<file path="src/rtl/team_10_wb_arbiter_if.sv">
// Wishbone bus bundle for the two-master arbiter: both master ports, the shared slave port and grant status.
// slave = the arbiter's own view; master = the surrounding system (both masters plus the slave device).
interface team_10_wb_arbiter_if;
  logic        m0_cyc_i, m0_stb_i, m0_we_i;
  logic [3:0]  m0_sel_i;
  logic [31:0] m0_adr_i, m0_dat_i;
  logic        m1_cyc_i, m1_stb_i, m1_we_i;
  logic [3:0]  m1_sel_i;
  logic [31:0] m1_adr_i, m1_dat_i;
  logic        m0_ack_o, m0_err_o, m1_ack_o, m1_err_o;
  logic [31:0] m0_dat_o, m1_dat_o;
  logic        s_cyc_o, s_stb_o, s_we_o;
  logic [3:0]  s_sel_o;
  logic [31:0] s_adr_o, s_dat_o;
  logic        s_ack_i;
  logic [31:0] s_dat_i;
  logic [1:0]  gnt_o;
  logic        busy_o;

  modport slave (
    input  m0_cyc_i, m0_stb_i, m0_we_i, m0_sel_i, m0_adr_i, m0_dat_i,
    input  m1_cyc_i, m1_stb_i, m1_we_i, m1_sel_i, m1_adr_i, m1_dat_i,
    input  s_ack_i, s_dat_i,
    output m0_ack_o, m0_err_o, m0_dat_o, m1_ack_o, m1_err_o, m1_dat_o,
    output s_cyc_o, s_stb_o, s_we_o, s_sel_o, s_adr_o, s_dat_o,
    output gnt_o, busy_o
  );

  modport master (
    output m0_cyc_i, m0_stb_i, m0_we_i, m0_sel_i, m0_adr_i, m0_dat_i,
    output m1_cyc_i, m1_stb_i, m1_we_i, m1_sel_i, m1_adr_i, m1_dat_i,
    output s_ack_i, s_dat_i,
    input  m0_ack_o, m0_err_o, m0_dat_o, m1_ack_o, m1_err_o, m1_dat_o,
    input  s_cyc_o, s_stb_o, s_we_o, s_sel_o, s_adr_o, s_dat_o,
    input  gnt_o, busy_o
  );
endinterface

</file>
<file path="src/rtl/team_10_wb_arbiter.sv">
// Two-master round-robin Wishbone classic arbiter with cycle-long ownership and an ack timeout
// that turns a stalled transfer into a one-cycle error pulse to the owning master.
module team_10_wb_arbiter #(
  parameter int TIMEOUT = 16,
  parameter int CNT_W   = 5
) (
  input  logic                  clk_i,
  input  logic                  nrst_i,
  team_10_wb_arbiter_if.slave   bus
);
  typedef enum logic [2:0] {IDLE, OWN0, OWN1, ERR0, ERR1} state_t;

  state_t           state_reg, state_next;
  logic             last_gnt_reg, last_gnt_next;
  logic [CNT_W-1:0] cnt_reg, cnt_next;
  logic             req0, req1, stalled, timeout_hit;

  assign req0 = bus.m0_cyc_i & bus.m0_stb_i;
  assign req1 = bus.m1_cyc_i & bus.m1_stb_i;

  always_ff @(posedge clk_i or negedge nrst_i) begin
    if (!nrst_i) begin
      state_reg    <= IDLE;
      last_gnt_reg <= 1'b1;
      cnt_reg      <= '0;
    end else begin
      state_reg    <= state_next;
      last_gnt_reg <= last_gnt_next;
      cnt_reg      <= cnt_next;
    end
  end

  // Bus outputs depend only on state, so an asynchronous reset drops the slave cycle at once.
  always_comb begin
    bus.s_cyc_o  = 1'b0;
    bus.s_stb_o  = 1'b0;
    bus.s_we_o   = 1'b0;
    bus.s_sel_o  = '0;
    bus.s_adr_o  = '0;
    bus.s_dat_o  = '0;
    bus.m0_ack_o = 1'b0;
    bus.m0_err_o = 1'b0;
    bus.m0_dat_o = '0;
    bus.m1_ack_o = 1'b0;
    bus.m1_err_o = 1'b0;
    bus.m1_dat_o = '0;
    bus.gnt_o    = 2'b00;
    case (state_reg)
      OWN0: begin
        bus.s_cyc_o  = bus.m0_cyc_i;
        bus.s_stb_o  = req0;
        bus.s_we_o   = bus.m0_we_i;
        bus.s_sel_o  = bus.m0_sel_i;
        bus.s_adr_o  = bus.m0_adr_i;
        bus.s_dat_o  = bus.m0_dat_i;
        bus.m0_ack_o = bus.s_ack_i & req0;
        bus.m0_dat_o = bus.s_dat_i;
        bus.gnt_o    = 2'b01;
      end
      OWN1: begin
        bus.s_cyc_o  = bus.m1_cyc_i;
        bus.s_stb_o  = req1;
        bus.s_we_o   = bus.m1_we_i;
        bus.s_sel_o  = bus.m1_sel_i;
        bus.s_adr_o  = bus.m1_adr_i;
        bus.s_dat_o  = bus.m1_dat_i;
        bus.m1_ack_o = bus.s_ack_i & req1;
        bus.m1_dat_o = bus.s_dat_i;
        bus.gnt_o    = 2'b10;
      end
      ERR0: begin
        bus.m0_err_o = 1'b1;
        bus.gnt_o    = 2'b01;
      end
      ERR1: begin
        bus.m1_err_o = 1'b1;
        bus.gnt_o    = 2'b10;
      end
      default: ;
    endcase
  end

  assign bus.busy_o  = |bus.gnt_o;
  assign stalled     = bus.s_stb_o & ~bus.s_ack_i;
  assign timeout_hit = (TIMEOUT != 0) && stalled && (cnt_reg == CNT_W'(TIMEOUT - 1));

  always_comb begin
    state_next    = state_reg;
    last_gnt_next = last_gnt_reg;
    cnt_next      = '0;
    case (state_reg)
      IDLE: begin
        if (req0 && (!req1 || last_gnt_reg)) state_next = OWN0;
        else if (req1)                      state_next = OWN1;
      end
      OWN0: begin
        if (!bus.m0_cyc_i)    state_next = req1 ? OWN1 : IDLE;
        else if (timeout_hit) state_next = ERR0;
      end
      OWN1: begin
        if (!bus.m1_cyc_i)    state_next = req0 ? OWN0 : IDLE;
        else if (timeout_hit) state_next = ERR1;
      end
      // The errored master is not allowed to win again straight away.
      ERR0:    state_next = req1 ? OWN1 : IDLE;
      ERR1:    state_next = req0 ? OWN0 : IDLE;
      default: state_next = IDLE;
    endcase

    if (state_next == OWN0 && state_reg != OWN0) last_gnt_next = 1'b0;
    if (state_next == OWN1 && state_reg != OWN1) last_gnt_next = 1'b1;

    if (TIMEOUT != 0 && stalled && state_next == state_reg)
      cnt_next = (cnt_reg == '1) ? cnt_reg : cnt_reg + 1'b1;
  end
endmodule

</file>
<file path="src/flat_wrapper.sv">
// flat-port wrapper written by rule: the top's interface ports become plain ports
module team_10_wb_arbiter_flat 
#(
  parameter int TIMEOUT = 16,
  parameter int CNT_W   = 5
)
  (clk_i, nrst_i, bus_m0_cyc_i, bus_m0_stb_i, bus_m0_we_i, bus_m0_sel_i, bus_m0_adr_i, bus_m0_dat_i, bus_m1_cyc_i, bus_m1_stb_i, bus_m1_we_i, bus_m1_sel_i, bus_m1_adr_i, bus_m1_dat_i, bus_s_ack_i, bus_s_dat_i, bus_m0_ack_o, bus_m0_err_o, bus_m0_dat_o, bus_m1_ack_o, bus_m1_err_o, bus_m1_dat_o, bus_s_cyc_o, bus_s_stb_o, bus_s_we_o, bus_s_sel_o, bus_s_adr_o, bus_s_dat_o, bus_gnt_o, bus_busy_o);
  team_10_wb_arbiter_if bus_i ();
  input  logic clk_i;
  input  logic nrst_i;
  input wire logic [$bits(bus_i.m0_cyc_i)-1:0] bus_m0_cyc_i;
  input wire logic [$bits(bus_i.m0_stb_i)-1:0] bus_m0_stb_i;
  input wire logic [$bits(bus_i.m0_we_i)-1:0] bus_m0_we_i;
  input wire logic [$bits(bus_i.m0_sel_i)-1:0] bus_m0_sel_i;
  input wire logic [$bits(bus_i.m0_adr_i)-1:0] bus_m0_adr_i;
  input wire logic [$bits(bus_i.m0_dat_i)-1:0] bus_m0_dat_i;
  input wire logic [$bits(bus_i.m1_cyc_i)-1:0] bus_m1_cyc_i;
  input wire logic [$bits(bus_i.m1_stb_i)-1:0] bus_m1_stb_i;
  input wire logic [$bits(bus_i.m1_we_i)-1:0] bus_m1_we_i;
  input wire logic [$bits(bus_i.m1_sel_i)-1:0] bus_m1_sel_i;
  input wire logic [$bits(bus_i.m1_adr_i)-1:0] bus_m1_adr_i;
  input wire logic [$bits(bus_i.m1_dat_i)-1:0] bus_m1_dat_i;
  input wire logic [$bits(bus_i.s_ack_i)-1:0] bus_s_ack_i;
  input wire logic [$bits(bus_i.s_dat_i)-1:0] bus_s_dat_i;
  output wire logic [$bits(bus_i.m0_ack_o)-1:0] bus_m0_ack_o;
  output wire logic [$bits(bus_i.m0_err_o)-1:0] bus_m0_err_o;
  output wire logic [$bits(bus_i.m0_dat_o)-1:0] bus_m0_dat_o;
  output wire logic [$bits(bus_i.m1_ack_o)-1:0] bus_m1_ack_o;
  output wire logic [$bits(bus_i.m1_err_o)-1:0] bus_m1_err_o;
  output wire logic [$bits(bus_i.m1_dat_o)-1:0] bus_m1_dat_o;
  output wire logic [$bits(bus_i.s_cyc_o)-1:0] bus_s_cyc_o;
  output wire logic [$bits(bus_i.s_stb_o)-1:0] bus_s_stb_o;
  output wire logic [$bits(bus_i.s_we_o)-1:0] bus_s_we_o;
  output wire logic [$bits(bus_i.s_sel_o)-1:0] bus_s_sel_o;
  output wire logic [$bits(bus_i.s_adr_o)-1:0] bus_s_adr_o;
  output wire logic [$bits(bus_i.s_dat_o)-1:0] bus_s_dat_o;
  output wire logic [$bits(bus_i.gnt_o)-1:0] bus_gnt_o;
  output wire logic [$bits(bus_i.busy_o)-1:0] bus_busy_o;
  assign bus_i.m0_cyc_i = bus_m0_cyc_i;
  assign bus_i.m0_stb_i = bus_m0_stb_i;
  assign bus_i.m0_we_i = bus_m0_we_i;
  assign bus_i.m0_sel_i = bus_m0_sel_i;
  assign bus_i.m0_adr_i = bus_m0_adr_i;
  assign bus_i.m0_dat_i = bus_m0_dat_i;
  assign bus_i.m1_cyc_i = bus_m1_cyc_i;
  assign bus_i.m1_stb_i = bus_m1_stb_i;
  assign bus_i.m1_we_i = bus_m1_we_i;
  assign bus_i.m1_sel_i = bus_m1_sel_i;
  assign bus_i.m1_adr_i = bus_m1_adr_i;
  assign bus_i.m1_dat_i = bus_m1_dat_i;
  assign bus_i.s_ack_i = bus_s_ack_i;
  assign bus_i.s_dat_i = bus_s_dat_i;
  assign bus_m0_ack_o = bus_i.m0_ack_o;
  assign bus_m0_err_o = bus_i.m0_err_o;
  assign bus_m0_dat_o = bus_i.m0_dat_o;
  assign bus_m1_ack_o = bus_i.m1_ack_o;
  assign bus_m1_err_o = bus_i.m1_err_o;
  assign bus_m1_dat_o = bus_i.m1_dat_o;
  assign bus_s_cyc_o = bus_i.s_cyc_o;
  assign bus_s_stb_o = bus_i.s_stb_o;
  assign bus_s_we_o = bus_i.s_we_o;
  assign bus_s_sel_o = bus_i.s_sel_o;
  assign bus_s_adr_o = bus_i.s_adr_o;
  assign bus_s_dat_o = bus_i.s_dat_o;
  assign bus_gnt_o = bus_i.gnt_o;
  assign bus_busy_o = bus_i.busy_o;
  team_10_wb_arbiter #(.TIMEOUT(TIMEOUT), .CNT_W(CNT_W)) u_core (.clk_i(clk_i), .nrst_i(nrst_i), .bus(bus_i));
endmodule
</file>
<file path="config.mk">
export PLATFORM = sky130hd
export DESIGN_NAME = team_10_wb_arbiter_flat
export DESIGN_NICKNAME = d
export VERILOG_FILES = /design/src/rtl/team_10_wb_arbiter_if.sv /design/src/rtl/team_10_wb_arbiter.sv /design/src/flat_wrapper.sv
export SDC_FILE = /design/constraint.sdc
export NUM_CORES = 1
export LEC_CHECK = 0
export ABC_AREA = 1
export BUFFER_PORTS_ARGS = -buffer_cell sky130_fd_sc_hd__buf_4
export CAP_MARGIN = 15
export CORE_AREA = 2 2 124 126
export CTS_BUF_LIST = sky130_fd_sc_hd__clkbuf_16
export DETAILED_ROUTE_END_ITERATION = 16
export DIE_AREA = 0 0 126 128
export GPL_ROUTABILITY_DRIVEN = 0
export PLACE_DENSITY = 0.46
export SYNTH_ARGS = -nofsm -noshare
export SYNTH_HDL_FRONTEND = slang
export SYNTH_SLANG_ARGS = --single-unit
</file>
<file path="constraint.sdc">
create_clock -name clk_i -period 4.7 [get_ports clk_i]
set_input_delay 0.94 -clock clk_i [delete_from_list [all_inputs] [get_ports clk_i]]
set_output_delay 0.94 -clock clk_i [all_outputs]
set_load 0.02 [all_outputs]
</file>
==> impl_metrics.csv <==
group,metric,value,unit
sta,fmax,0.314,GHz
route,drc,0,
sta,max-slew-margin-rel,0.490,
grt,antenna_found_initial,0,
route,wl_per_cell,17.6,microns
cts,clk_latency,240,ps
grt,grt_first_pass_wirelength,18600,microns
place,dp_cells,759,
synthesis,syn_area,1740,sq um
grt,grt_use_met1,0.197,
finish,largest_reg_flops,5,
finish,fin_nets,757,
synthesis,synth_area_leaders,"a22o_1, nor2_1, dfrtp_1, inv_1, nand2_1",
synthesis,synth_top_area_share,0.347,
cts,cts_tree,"yes",
grt,grt_max_degree,70,
cts,clk_pin_slew_worst_paths,40,ps
cts,hold_buffers,0,
grt,grt_usage,0.148,
place,dp_hpwl,11500,microns
finish,syn_to_final_growth,152,%
sta,finClkSkew,2.91,ps
worst_setup_path,crit_fanout,39,
worst_setup_path,cp.arrival,2240,ps
die,io_pins,319,
synthesis,syn_inst,271,
finish,fill_cells,1629,
flow_run,cap_violations,0,
die,dieArea,16100,sq um
grt,gr-usage-met3,0.0200,
sta,setup_viol,0,
die,die_w,126,microns
route,wirelength,13400,microns
grt,use_met2,0.261,
place,post-place-ws,1580,ps
route,drt-initial-drc-count,168,
cts,cts_buffers,3,
power_and_ir_drop,p_leak,2.58,nW
die,coreArea,14900,sq um
finish,n_antenna_cell,0,
finish,postLayoutCoreUtil,0.295,
synthesis,syn_nets,451,
die,rows,45,
route,vias,3142,
die,initial_core_util,0.117,
sta,tightest_slew,764,ps
sta,hold_violations,0,
grt,grt_pass1_vias,2976,
die,fp.dieH,128,microns
synthesis,avgSynthCellArea,6.43,sq um
sta,fin_ws,1520,ps
finish,layoutNonFillerInstCount,764,
worst_setup_path,critPathLaunchType,"flip-flop",
synthesis,yosysSeqAreaShare,0.130,
finish,drive_above_1_share,0.604,
cts,cts_num_sinks,9,
worst_setup_path,critPathKind,"flip-flop to output pin",
cts,post-cts-setup-buffers,0,
sta,rsz0062_at_grt,"no",
run_status,status,"completed",
min_path,hp-class,"flip-flop to flip-flop",
cts,cts_resized,0,
cts,cts_root_buffer,"clkbuf_16",
sta,slew_violations,0,
route,post_drt_via_cell_ratio,4.11,
synthesis,synth.distinct_cells,31,
worst_setup_path,cp.required,3760,ps
worst_setup_path,end_kind,"output pin",
grt,globalRoute.totalOverflow,0,
sta,finalCritPeriodShare,0.677,
route,final_antenna_net_count,0,
synthesis,ys_seq_elements,9,
sta,setup-tns-final,0,ps
power_and_ir_drop,power.density,510,nW/um^2
synthesis,synth_area_leader_cell,"a22o_1",
cts,cts_max_path_buffers,2,
power_and_ir_drop,ir_worst_vdd,0.239,mV
sta,fin_crit,3180,ps
cts,htreeDepth,1,
synthesis,yosysWarnings,0,
place,port_buffers,318,
route,firstDrtPassIters,4,
grt,busiest_layer,"met2",
==> final timing paths <==
| check | from | endpoint | slack (ps) | cells after the start |
|---|---|---|---|---|
| hold reg to reg | u_core.last_gnt_reg$_DFFE_PN1P_ | u_core.last_gnt_reg$_DFFE_PN1P_ | 470 | 2 |
| hold / removal | u_core.last_gnt_reg$_DFFE_PN1P_ | u_core.last_gnt_reg$_DFFE_PN1P_ | 470 | 2 |
| min in group asynchronous | nrst_i | u_core.state_reg[0]$_DFF_PN0_ | 520 | 1 |
| setup reg to reg | u_core.state_reg[1]$_DFF_PN0_ | u_core.cnt_reg[0]$_DFFE_PN0P_ | 2930 | 10 |
| setup / recovery | u_core.state_reg[0]$_DFF_PN0_ | bus_s_sel_o[1] | 1520 | 7 |
| max in group asynchronous | nrst_i | u_core.last_gnt_reg$_DFFE_PN1P_ | 3970 | 1 |
==> cells in the final DEF (no fill, tap or decap), drive strengths merged, types with 2 or more instances in the layout <==
cell type	n
nand2	23
a21oi	3
o21ai	2
inv	47
buf	322
nor2	77
a22o	69
nand3	5
ha	3
xor2	3
dfrtp	8
clkbuf	3
nand4	3
nor3	2
==> area by class of cell <==
type | instances | area, sq um | area share
well taps | 188 | 235 | 0.0536
clock inverters | 1 | 5.00 | 0.00114
repair buffers | 322 | 2440 | 0.556
clock buffers | 3 | 75.1 | 0.0171
multi-input cells | 194 | 1230 | 0.280
inverters | 47 | 176 | 0.0402
flip-flops and latches | 9 | 226 | 0.0516
==> power by group <==
group | internal [mW] | switching [mW]
sequential | 0.0943 | 0.0122
clock | 0.112 | 0.0414
combinational | 0.826 | 1.15
total | 1.03 | 1.21
==> metrics by stage <==
step / hold WS [ps] / total power, mW / area [sq um]
5_1_grt: 490 / 2.36 / 4390
4_1_cts: 479 / 2.25 / 4370
3_3_place_gp: 458 / 2.08 / 4290
2_1_floorplan: 446 / 1.21 / 1740
6_report: 474 / 2.24 / 4390
3_5_place_dp: 471 / 2.09 / 4290
==> kinds of logic after synthesis <==
family / synth area share
AND/OR/NAND/NOR: 0.296
AO/OA/AOI/OAI: 0.368
buffers and inverters: 0.164
flip-flops: 0.130
XOR/XNOR: 0.0151
adder cells (fa/ha/maj): 0.0215
multiplexers: 0.00574
==> routing by layer <==
layer / routed length [microns] / vias up
met3: 917 / 11
li1: - / 1524
met1: 5600 / 1454
met5: 0 / -
met4: 136 / 0
met2: 6780 / 153
==> critical path: stages, from the launching register on <==
cell	delay, ps
dfrtp_1	400
inv_2	100
nor2_4	150
nand2_2	70
inv_2	550
buf_12	280
a22o_1	240
buf_4	170
==> Yosys cell counts <==
| library cell | count |
|---|---|
| clkbuf_1 | 3 |
| inv_2 | 4 |
| buf_6 | 1 |
| inv_1 | 43 |
| dfstp_2 | 1 |
| buf_2 | 12 |
| a21oi_1 | 2 |
| nor2_2 | 6 |
| mux2i_1 | 1 |
| nand3_4 | 1 |
| nand2_2 | 3 |
| ha_1 | 3 |
| nor3_2 | 1 |
| buf_1 | 3 |
| o2111ai_1 | 1 |
| dfrtp_1 | 8 |
| and3_1 | 1 |
| a22o_1 | 69 |
| nor2_1 | 70 |
| nand2_1 | 18 |
| nand3b_1 | 1 |
| xor2_1 | 3 |
| a21oi_2 | 1 |
| nand3_2 | 2 |
| nand3_1 | 2 |
| nand4_1 | 3 |
| nor2_4 | 1 |
| o21ai_0 | 2 |
| buf_4 | 2 |
| nand2_4 | 2 |
| nor3_1 | 1 |
(Power assumes the default switching activity.)
